### config.mk
export PLATFORM = sky130hd
export DESIGN_NAME = unidade_controle_multiciclo
export DESIGN_NICKNAME = d
export VERILOG_FILES = /design/src/rtl/unidade_controle_multiciclo_pkg.sv /design/src/rtl/unidade_controle_multiciclo_dec3to8.sv /design/src/rtl/unidade_controle_multiciclo.sv
export SDC_FILE = /design/constraint.sdc
export NUM_CORES = 1
export LEC_CHECK = 0
export BUFFER_PORTS_ARGS = -buffer_cell sky130_fd_sc_hd__buf_2
export CORE_MARGIN = 2
export CORE_UTILIZATION = 45
export CTS_BUF_LIST = sky130_fd_sc_hd__clkbuf_4
export CTS_CLUSTER_DIAMETER = 120
export DETAILED_ROUTE_END_ITERATION = 10
export GPL_TIMING_DRIVEN = 0
export HOLD_SLACK_MARGIN = 0.15
export PLACE_DENSITY = 0.82
export SLEW_MARGIN = 30
export SYNTH_ARGS = -nofsm -noshare
export SYNTH_HDL_FRONTEND = slang
export SYNTH_HIERARCHICAL = 1
export SYNTH_SLANG_ARGS = --single-unit
### constraint.sdc
create_clock -name Clock -period 2.05 [get_ports Clock]
set_input_delay 0.205 -clock Clock [delete_from_list [all_inputs] [get_ports Clock]]
set_output_delay 0.205 -clock Clock [all_outputs]
set_load 0.01 [all_outputs]
### src/rtl/unidade_controle_multiciclo_pkg.sv
// Shared opcode and time-step encodings for the multicycle processor control unit,
// used by the control unit, the datapath and the bench.
package unidade_controle_multiciclo_pkg;

    typedef enum logic [2:0] {
        MV   = 3'b000,
        MVI  = 3'b001,
        ADD  = 3'b010,
        SUB  = 3'b011,
        MVNZ = 3'b100
    } opcode_e;

    typedef enum logic [1:0] {
        T0 = 2'd0,
        T1 = 2'd1,
        T2 = 2'd2,
        T3 = 2'd3
    } tstep_e;

    localparam int NUM_REGS = 8;
    localparam int IR_WIDTH = 9;

endpackage

### src/rtl/unidade_controle_multiciclo_dec3to8.sv
// Combinational 3-to-8 one-hot decoder with enable; selects a register from an IR field.
module dec3to8 (
    input  logic [2:0] i_w,
    input  logic       i_en,
    output logic [7:0] o_y
);

    always_comb begin
        o_y = 8'b0;
        if (i_en) begin
            o_y[i_w] = 1'b1;
        end
    end

endmodule

### src/rtl/unidade_controle_multiciclo.sv
// Control unit of a multicycle processor: Tstep is the only state, every control
// output is decoded combinationally from Tstep, IR, Run and G_nz.
module unidade_controle_multiciclo
    import unidade_controle_multiciclo_pkg::*;
(
    input  logic       Clock,
    input  logic       Resetn,
    input  logic       Run,
    input  logic [8:0] IR,
    input  logic       G_nz,
    output logic       IRin,
    output logic [7:0] Rin,
    output logic [7:0] Rout,
    output logic       Ain,
    output logic       Gin,
    output logic       Gout,
    output logic       DINout,
    output logic       AddSub,
    output logic       Done,
    output logic [1:0] Tstep
);

    tstep_e     r_tstep;
    tstep_e     w_nextStep;
    opcode_e    w_op;
    logic [7:0] w_xDec;
    logic [7:0] w_yDec;

    assign w_op  = opcode_e'(IR[8:6]);
    assign Tstep = r_tstep;

    // Enabling the decoders from Resetn keeps register selects dark during reset.
    dec3to8 u_decX (
        .i_w  (IR[5:3]),
        .i_en (Resetn),
        .o_y  (w_xDec)
    );

    dec3to8 u_decY (
        .i_w  (IR[2:0]),
        .i_en (Resetn),
        .o_y  (w_yDec)
    );

    always_comb begin
        w_nextStep = T0;
        case (r_tstep)
            T0:      w_nextStep = Run ? T1 : T0;
            T1:      w_nextStep = (w_op == ADD || w_op == SUB) ? T2 : T0;
            T2:      w_nextStep = T3;
            default: w_nextStep = T0;
        endcase
    end

    always_ff @(posedge Clock or negedge Resetn) begin
        if (!Resetn) begin
            r_tstep <= T0;
        end else begin
            r_tstep <= w_nextStep;
        end
    end

    // Reset gates everything, since T0 alone would still let Run reach IRin.
    always_comb begin
        IRin   = 1'b0;
        Rin    = 8'b0;
        Rout   = 8'b0;
        Ain    = 1'b0;
        Gin    = 1'b0;
        Gout   = 1'b0;
        DINout = 1'b0;
        AddSub = 1'b0;
        Done   = 1'b0;
        if (Resetn) begin
            case (r_tstep)
                T0: IRin = Run;
                T1: begin
                    case (w_op)
                        MV: begin
                            Rout = w_yDec;
                            Rin  = w_xDec;
                            Done = 1'b1;
                        end
                        MVI: begin
                            DINout = 1'b1;
                            Rin    = w_xDec;
                            Done   = 1'b1;
                        end
                        ADD, SUB: begin
                            Rout = w_xDec;
                            Ain  = 1'b1;
                        end
                        MVNZ: begin
                            if (G_nz) begin
                                Rout = w_yDec;
                                Rin  = w_xDec;
                            end
                            Done = 1'b1;
                        end
                        default: Done = 1'b1;
                    endcase
                end
                T2: begin
                    Rout   = w_yDec;
                    Gin    = 1'b1;
                    AddSub = (w_op == SUB);
                end
                default: begin
                    Gout = 1'b1;
                    Rin  = w_xDec;
                    Done = 1'b1;
                end
            endcase
        end
    end

endmodule

=== After elaboration in Yosys (flattened, before gate mapping) ===
Index checks and enable logic that the tools add are counted.

* Flip-flop bits (word level): 2
* Output and inout bits: 25
* Logic and storage cells: 52

* Order comparisons: 4
* Equal/unequal tests: 6
* Multiplexer cells: 32
* Reductions and logical operators: 9

{| class="wikitable"
|+ Operator list
! cell !! count
|-
| $pmux W8 S2 || 3
|-
| $mux W8 || 4
|-
| $pmux W8 S3 || 1
|-
| $mux W1 || 19
|-
| $lt A3 B4 Y1 const B || 2
|-
| $demux W1 S3 || 2
|-
| $eq A3 B2 Y1 const B || 2
|-
| $ge A3 B1 Y1 const B || 2
|-
| $pmux W2 S3 || 1
|-
| $reduce_or A2 Y1 || 3
|-
| $eq A3 B1 Y1 const B || 1
|-
| $eq A3 B3 Y1 const B || 1
|-
| $logic_not A3 Y1 || 1
|-
| $reduce_or A3 Y1 || 1
|-
| $eq A2 B1 Y1 const B || 1
|-
| $eq A2 B2 Y1 const B || 1
|-
| $logic_and A1 B1 Y1 || 2
|-
| $logic_not A2 Y1 || 1
|-
| $mux W2 || 1
|-
| $pmux W1 S2 || 1
|-
| $logic_or A1 B1 Y1 || 1
|}

=== Depth between registers and ports, before layout ===
* Word-level depth: 8
* Depth in mapped cells: 6

=== Modules after synthesis ===
The synthesis kept the hierarchy.

{| class="wikitable"
|+ By module, submodules not included
! module !! times used !! cells an instance !! area each (µm²) !! sequential area each (µm²)
|-
| unidade_controle_multiciclo || 1 || 60 || 473.0 || 50.0
|-
| dec3to8 (u_decX) || 1 || 8 || 96.3 || 0.0
|-
| dec3to8 (u_decY) || 1 || 8 || 95.1 || 0.0
|}

=== Worst setup path before layout ===
Ideal clock, no wire load.

* Path type: reg2out
* From: reg r_tstep[1] (netlist: Tstep[1])
* To: out Rout[0]
* Arrival: 1.440 ns
* Data required time: 1.845 ns
* Path slack: 0.405 ns
* Cell stages (with the launch flop): 7
* Buffers on the path: 1
* Cells stage by stage: dfrtp_1 -> inv_1 -> ha_1 -> and4bb_1 -> o211a_1 -> buf_6 -> o2bb2ai_1

* Longest elaborated chain between the ends: 3

{| class="wikitable"
|+ RTL lines
! element !! line !! RTL
|-
| from (decl) || unidade_controle_multiciclo.sv:23 || <nowiki>tstep_e r_tstep;</nowiki>
|-
| from (signal assigned) || unidade_controle_multiciclo.sv:59 || <nowiki>r_tstep <= w_nextStep;</nowiki>
|-
| $eq A2 B2 Y1 / $eq A2 B1 Y1 (equally long branches) || unidade_controle_multiciclo.sv:75 || <nowiki>case (r_tstep)</nowiki>
|-
| $pmux W8 S2 (*) || unidade_controle_multiciclo.sv:75 ||
|-
| $mux W8 (*) || unidade_controle_multiciclo.sv:74 || <nowiki>if (Resetn) begin</nowiki>
|-
| to (decl) || unidade_controle_multiciclo.sv:13 || <nowiki>output logic [7:0] Rout,</nowiki>
|}

Mark *: on every way between the ends. The rest lies on a longest branch, timed or not.

=== Final worst setup path ===
* From: reg r_tstep[1] (netlist: Tstep[1])
* To: out Rout[2]

Same word-level chain as after synthesis.

==> key figures <==
Detailed routing
  • Detailed router's first-iteration violation count: 25
  • Detail-routed net length per standard cell: around 15 um
  • Mean number of vias per cell: 6.17
  • Total wire length after detailed routing: 2040 um
  • Number of vias in the routed layout: 820
  • Number of iterations in the first detailed-routing pass: 4
  • Count of antenna-violating nets left after detailed routing: 0
  • # DRC: 0

CTS
  • Clock tree root buffer cell: sky130_fd_sc_hd__clkbuf_4
  • Count of H-tree levels built during CTS: 1
  • CTS tree: done
  • Maximum buffer depth of the clock tree: 2
  • Clock-pin slew on the worst setup and hold paths: 30 ps
  • Clock latency at the later pin of the worst-skew pair: 230 ps
  • Number of buffers created by CTS: 3
  • Clock sinks: 2

Critical path
  • Data required time at the worst endpoint: 1850 ps
  • Delay contributed by the slowest stage of the critical path: 440 ps
  • Element type at the critical path end: output port
  • Critical path, cell by cell: inv_1 -> ha_4 -> and4bb_1 -> o211a_1 -> buf_6 -> o2bb2ai_1 -> buf_2
  • Signal arrival time at the worst endpoint: 1810 ps
  • Critical path fanouts, max: 8
  • Crit Path Class: reg2out
  • Critical Path Start Type: flop
  • Max stage delay cell, worst path: sky130_fd_sc_hd__dfrtp_1

STA
  • Max Slew Vio Count: 0
  • Maximum clock frequency: between 400 and 500 MHz
  • Total setup violations reported at the end of the flow: 0
  • Crit share post-route: 0.982
  • Setup TNS Final: 0 ps
  • Final hold violation count: 0
  • Final period demand of the worst path: 2010 ps
  • Worst hold slack: 266 ps
  • Worst max-slew margin expressed relative to the limit: 0.786
  • Setup Skew: between 5 and 6 ps
  • Tightest Pin Transition: 321 ps
  • Setup repair after global routing missed its margin: false

Logic synthesis
  • Number of warnings issued by yosys: 6
  • Share of synthesized area occupied by flip-flops and latches: 0.0753
  • Gate count after technology mapping: 76
  • Post-Synth XOR/XNOR Area: 0
  • Number of enable flip-flop cells after synthesis: 0
  • Multiplexer share of the synthesized area: 0
  • Synth unique cells: 29
  • Leading cell types by count after synthesis: sky130_fd_sc_hd__a21boi_1 (8), sky130_fd_sc_hd__a22oi_1 (8), sky130_fd_sc_hd__o2bb2ai_1 (8), sky130_fd_sc_hd__and4b_2 (5), sky130_fd_sc_hd__nand2_1 (5)
  • Async S/R FF share, synth: 1.00
  • Netlist area before placement: 664 um^2
  • Main combinational cell family by area after synthesis: simple AND/OR/NAND/NOR gates
  • Synth top area cells: sky130_fd_sc_hd__o2bb2ai_1 (11%), sky130_fd_sc_hd__a21boi_1 (9.0%), sky130_fd_sc_hd__a22oi_1 (9.0%), sky130_fd_sc_hd__and4b_2 (8.5%), sky130_fd_sc_hd__and4bb_2 (7.5%)
  • Cell type contributing the most total cell area after synthesis: sky130_fd_sc_hd__o2bb2ai_1
  • Post-synthesis net count: 93
  • Leading register cell type out of synthesis: sky130_fd_sc_hd__dfrtp_1
  • Adder and majority gate portion of the synthesized area: 0.0753
  • Synth Area in Compound Gates: 0.350
  • Area share of and/or/nand/nor cells after synthesis: 0.458
  • Yosys top cell area share: 0.105
  • Average size of a mapped cell: about 8.7 um^2
  • Register bit count reported by yosys: 2

Global route
  • Number of antenna violations at the first check in global routing: 0
  • Residual overflow from global routing: 0
  • Largest net degree at the start of global routing: 26
  • Total routing usage reported by global routing: 0.227
  • Global-route wire length before repair: roughly 3200 um
  • Vias in the first global route: 708

Power and ir drop
  • Switching Share: 0.491
  • Static leakage: 0.449 nW
  • Power per cell area: 596 mW/mm^2
  • Internal power: 280 uW
  • Psw: 270 uW
  • Part of the power in registers: 0.168
  • Share of power burned in combinational logic: 0.672
  • Share of power burned in the clock network: 0.160
  • Worst VDD drop: 495 uV

Floorplan
  • Standard cell core area: 0.00133 mm^2
  • Starting utilization of the core area: 0.498
  • Overall die height: 42.4 um
  • Die footprint: 0.00180 mm^2
  • FP Rows: 13
  • Horiz. Die Dim: around 42 um
  • Number of top-level pins: 38

Cells and area
  • Number of nets at the end of the flow: 137
  • Final Instance Count excl. Fillers: between 100 and 150
  • Antenna diode instance count: 0
  • Share of post-route cells with drive strength above 1: 0.508
  • Area taken by multi-input logic gates: between 500 and 600 um^2
  • FF/Latch Area: 50.0 um^2
  • Layout Utilization: 0.692
  • Largest register FFs: 2
  • Layout area overhead: 39.0%
  • Fill cells: 123

Worst hold path
  • Worst hold path class: in2reg

Place
  • Count of input and output buffers: 37
  • Placed wire-length estimate after detailed placement: 1450 um
  • Cell count after placement: between 100 and 150
  • GPL Wtd Cong: around 0.82

Run
  • Max capacitance violation total: 0

Run status
  • Run status: completed
[final cells by class]
class,instances,share of cell area
buffer,2,0.0176
timing repair buffer,39,0.222
sequential,2,0.0542
multi-input combinational,69,0.649
inverter,3,0.0122
tap,15,0.0203
clock buffer,3,0.0244
[worst max-delay path: cells and delay by family (launching register included)]
| kind | cells | cell delay (ps) |
|---|---|---|
| flops | 1 | 440 |
| buf+inv | 3 | 410 |
| compound gates | 2 | 340 |
| fa+ha+maj | 1 | 200 |
| simple gates | 1 | 200 |
[metal layers]
| metal | routed length (um) | share of wire | vias to the layer above | GRT usage |
|---|---|---|---|---|
| met5 | 0 | 0 | - | 0 |
| met3 | 121 | 0.059 | 4 | 0.0172 |
| met2 | 1010 | 0.50 | 36 | 0.366 |
| met1 | 864 | 0.42 | 380 | 0.291 |
| li1 | - | - | 400 | - |
| met4 | 42 | 0.021 | 0 | 0.131 |
[what timing repair did]
item                                    in CTS  in global routing
endpoints found under the setup margin       8                 16
hold endpoints to repair                     2                  0
resized for setup                            1                  3
hold buffers                                 1                  0
cloned                                       0                  0
buffers inserted                             1                  0
pin swaps                                    1                  0
[path summary, 6_finish.rpt]
kind	from	to	slack, ps	cells past startpoint
max	Tstep[1]	Rout[2]	40	7
min	Run	Tstep[0]	270	3
max reg2reg	Tstep[1]	Tstep[0]	940	4
min reg2reg	Tstep[1]	Tstep[0]	600	1
max in group asynchronous	Resetn	Tstep[1]	1490	2
min in group asynchronous	Resetn	Tstep[0]	380	2
[metrics by stage]
stage / total power [mW] / worst slack, ps / cell area, um^2
floorplan: 0.298 / 405 / 664
global placement: 0.405 / 224 / 868
detailed placement: 0.426 / 141 / 868
CTS: 0.526 / 31.0 / 911
global route: 0.591 / 4.58 / 923
finish: 0.550 / 37.9 / 923
[power by group through the flow]
stage / registers [mW] / clock network, mW / logic (mW)
CTS: 0.0847 / 0.0915 / 0.350
finish: 0.0922 / 0.0880 / 0.370
global route: 0.0932 / 0.0903 / 0.407
detailed placement: 0.0845 / 0 / 0.342
global placement: 0.0854 / 0 / 0.320
floorplan: 0.0902 / 0 / 0.208
[cells by family (layout without fill, tap and decap cells)]
kind of cell	count (synthesis)	in the layout
AND/OR/NAND/NOR	36	36
AO/OA/AOI/OAI	29	29
buffers and inverters	5	47
adder cells (fa/ha/maj)	4	4
flip-flops	2	2
[cells in the final DEF, fill, tap and decap left out, types with 2 or more instances in the layout]
| master | instances |
|---|---|
| sky130_fd_sc_hd__clkbuf_4 | 3 |
| sky130_fd_sc_hd__inv_1 | 3 |
| sky130_fd_sc_hd__nor4b_2 | 2 |
| sky130_fd_sc_hd__nor2_1 | 2 |
| sky130_fd_sc_hd__a21boi_1 | 8 |
| sky130_fd_sc_hd__and4_2 | 2 |
| sky130_fd_sc_hd__nor2b_1 | 2 |
| sky130_fd_sc_hd__buf_2 | 37 |
| sky130_fd_sc_hd__dfrtp_1 | 2 |
| sky130_fd_sc_hd__buf_4 | 2 |
| sky130_fd_sc_hd__and4bb_2 | 4 |
| sky130_fd_sc_hd__o21ai_0 | 2 |
| sky130_fd_sc_hd__o2bb2ai_1 | 8 |
| sky130_fd_sc_hd__and4b_2 | 5 |
| sky130_fd_sc_hd__nand2b_1 | 2 |
| sky130_fd_sc_hd__nor3_1 | 2 |
| sky130_fd_sc_hd__a22oi_1 | 8 |
| sky130_fd_sc_hd__nand2_1 | 5 |
| sky130_fd_sc_hd__ha_1 | 3 |
| sky130_fd_sc_hd__and4bb_1 | 3 |
No activity file was read; power rests on OpenSTA's default activity.
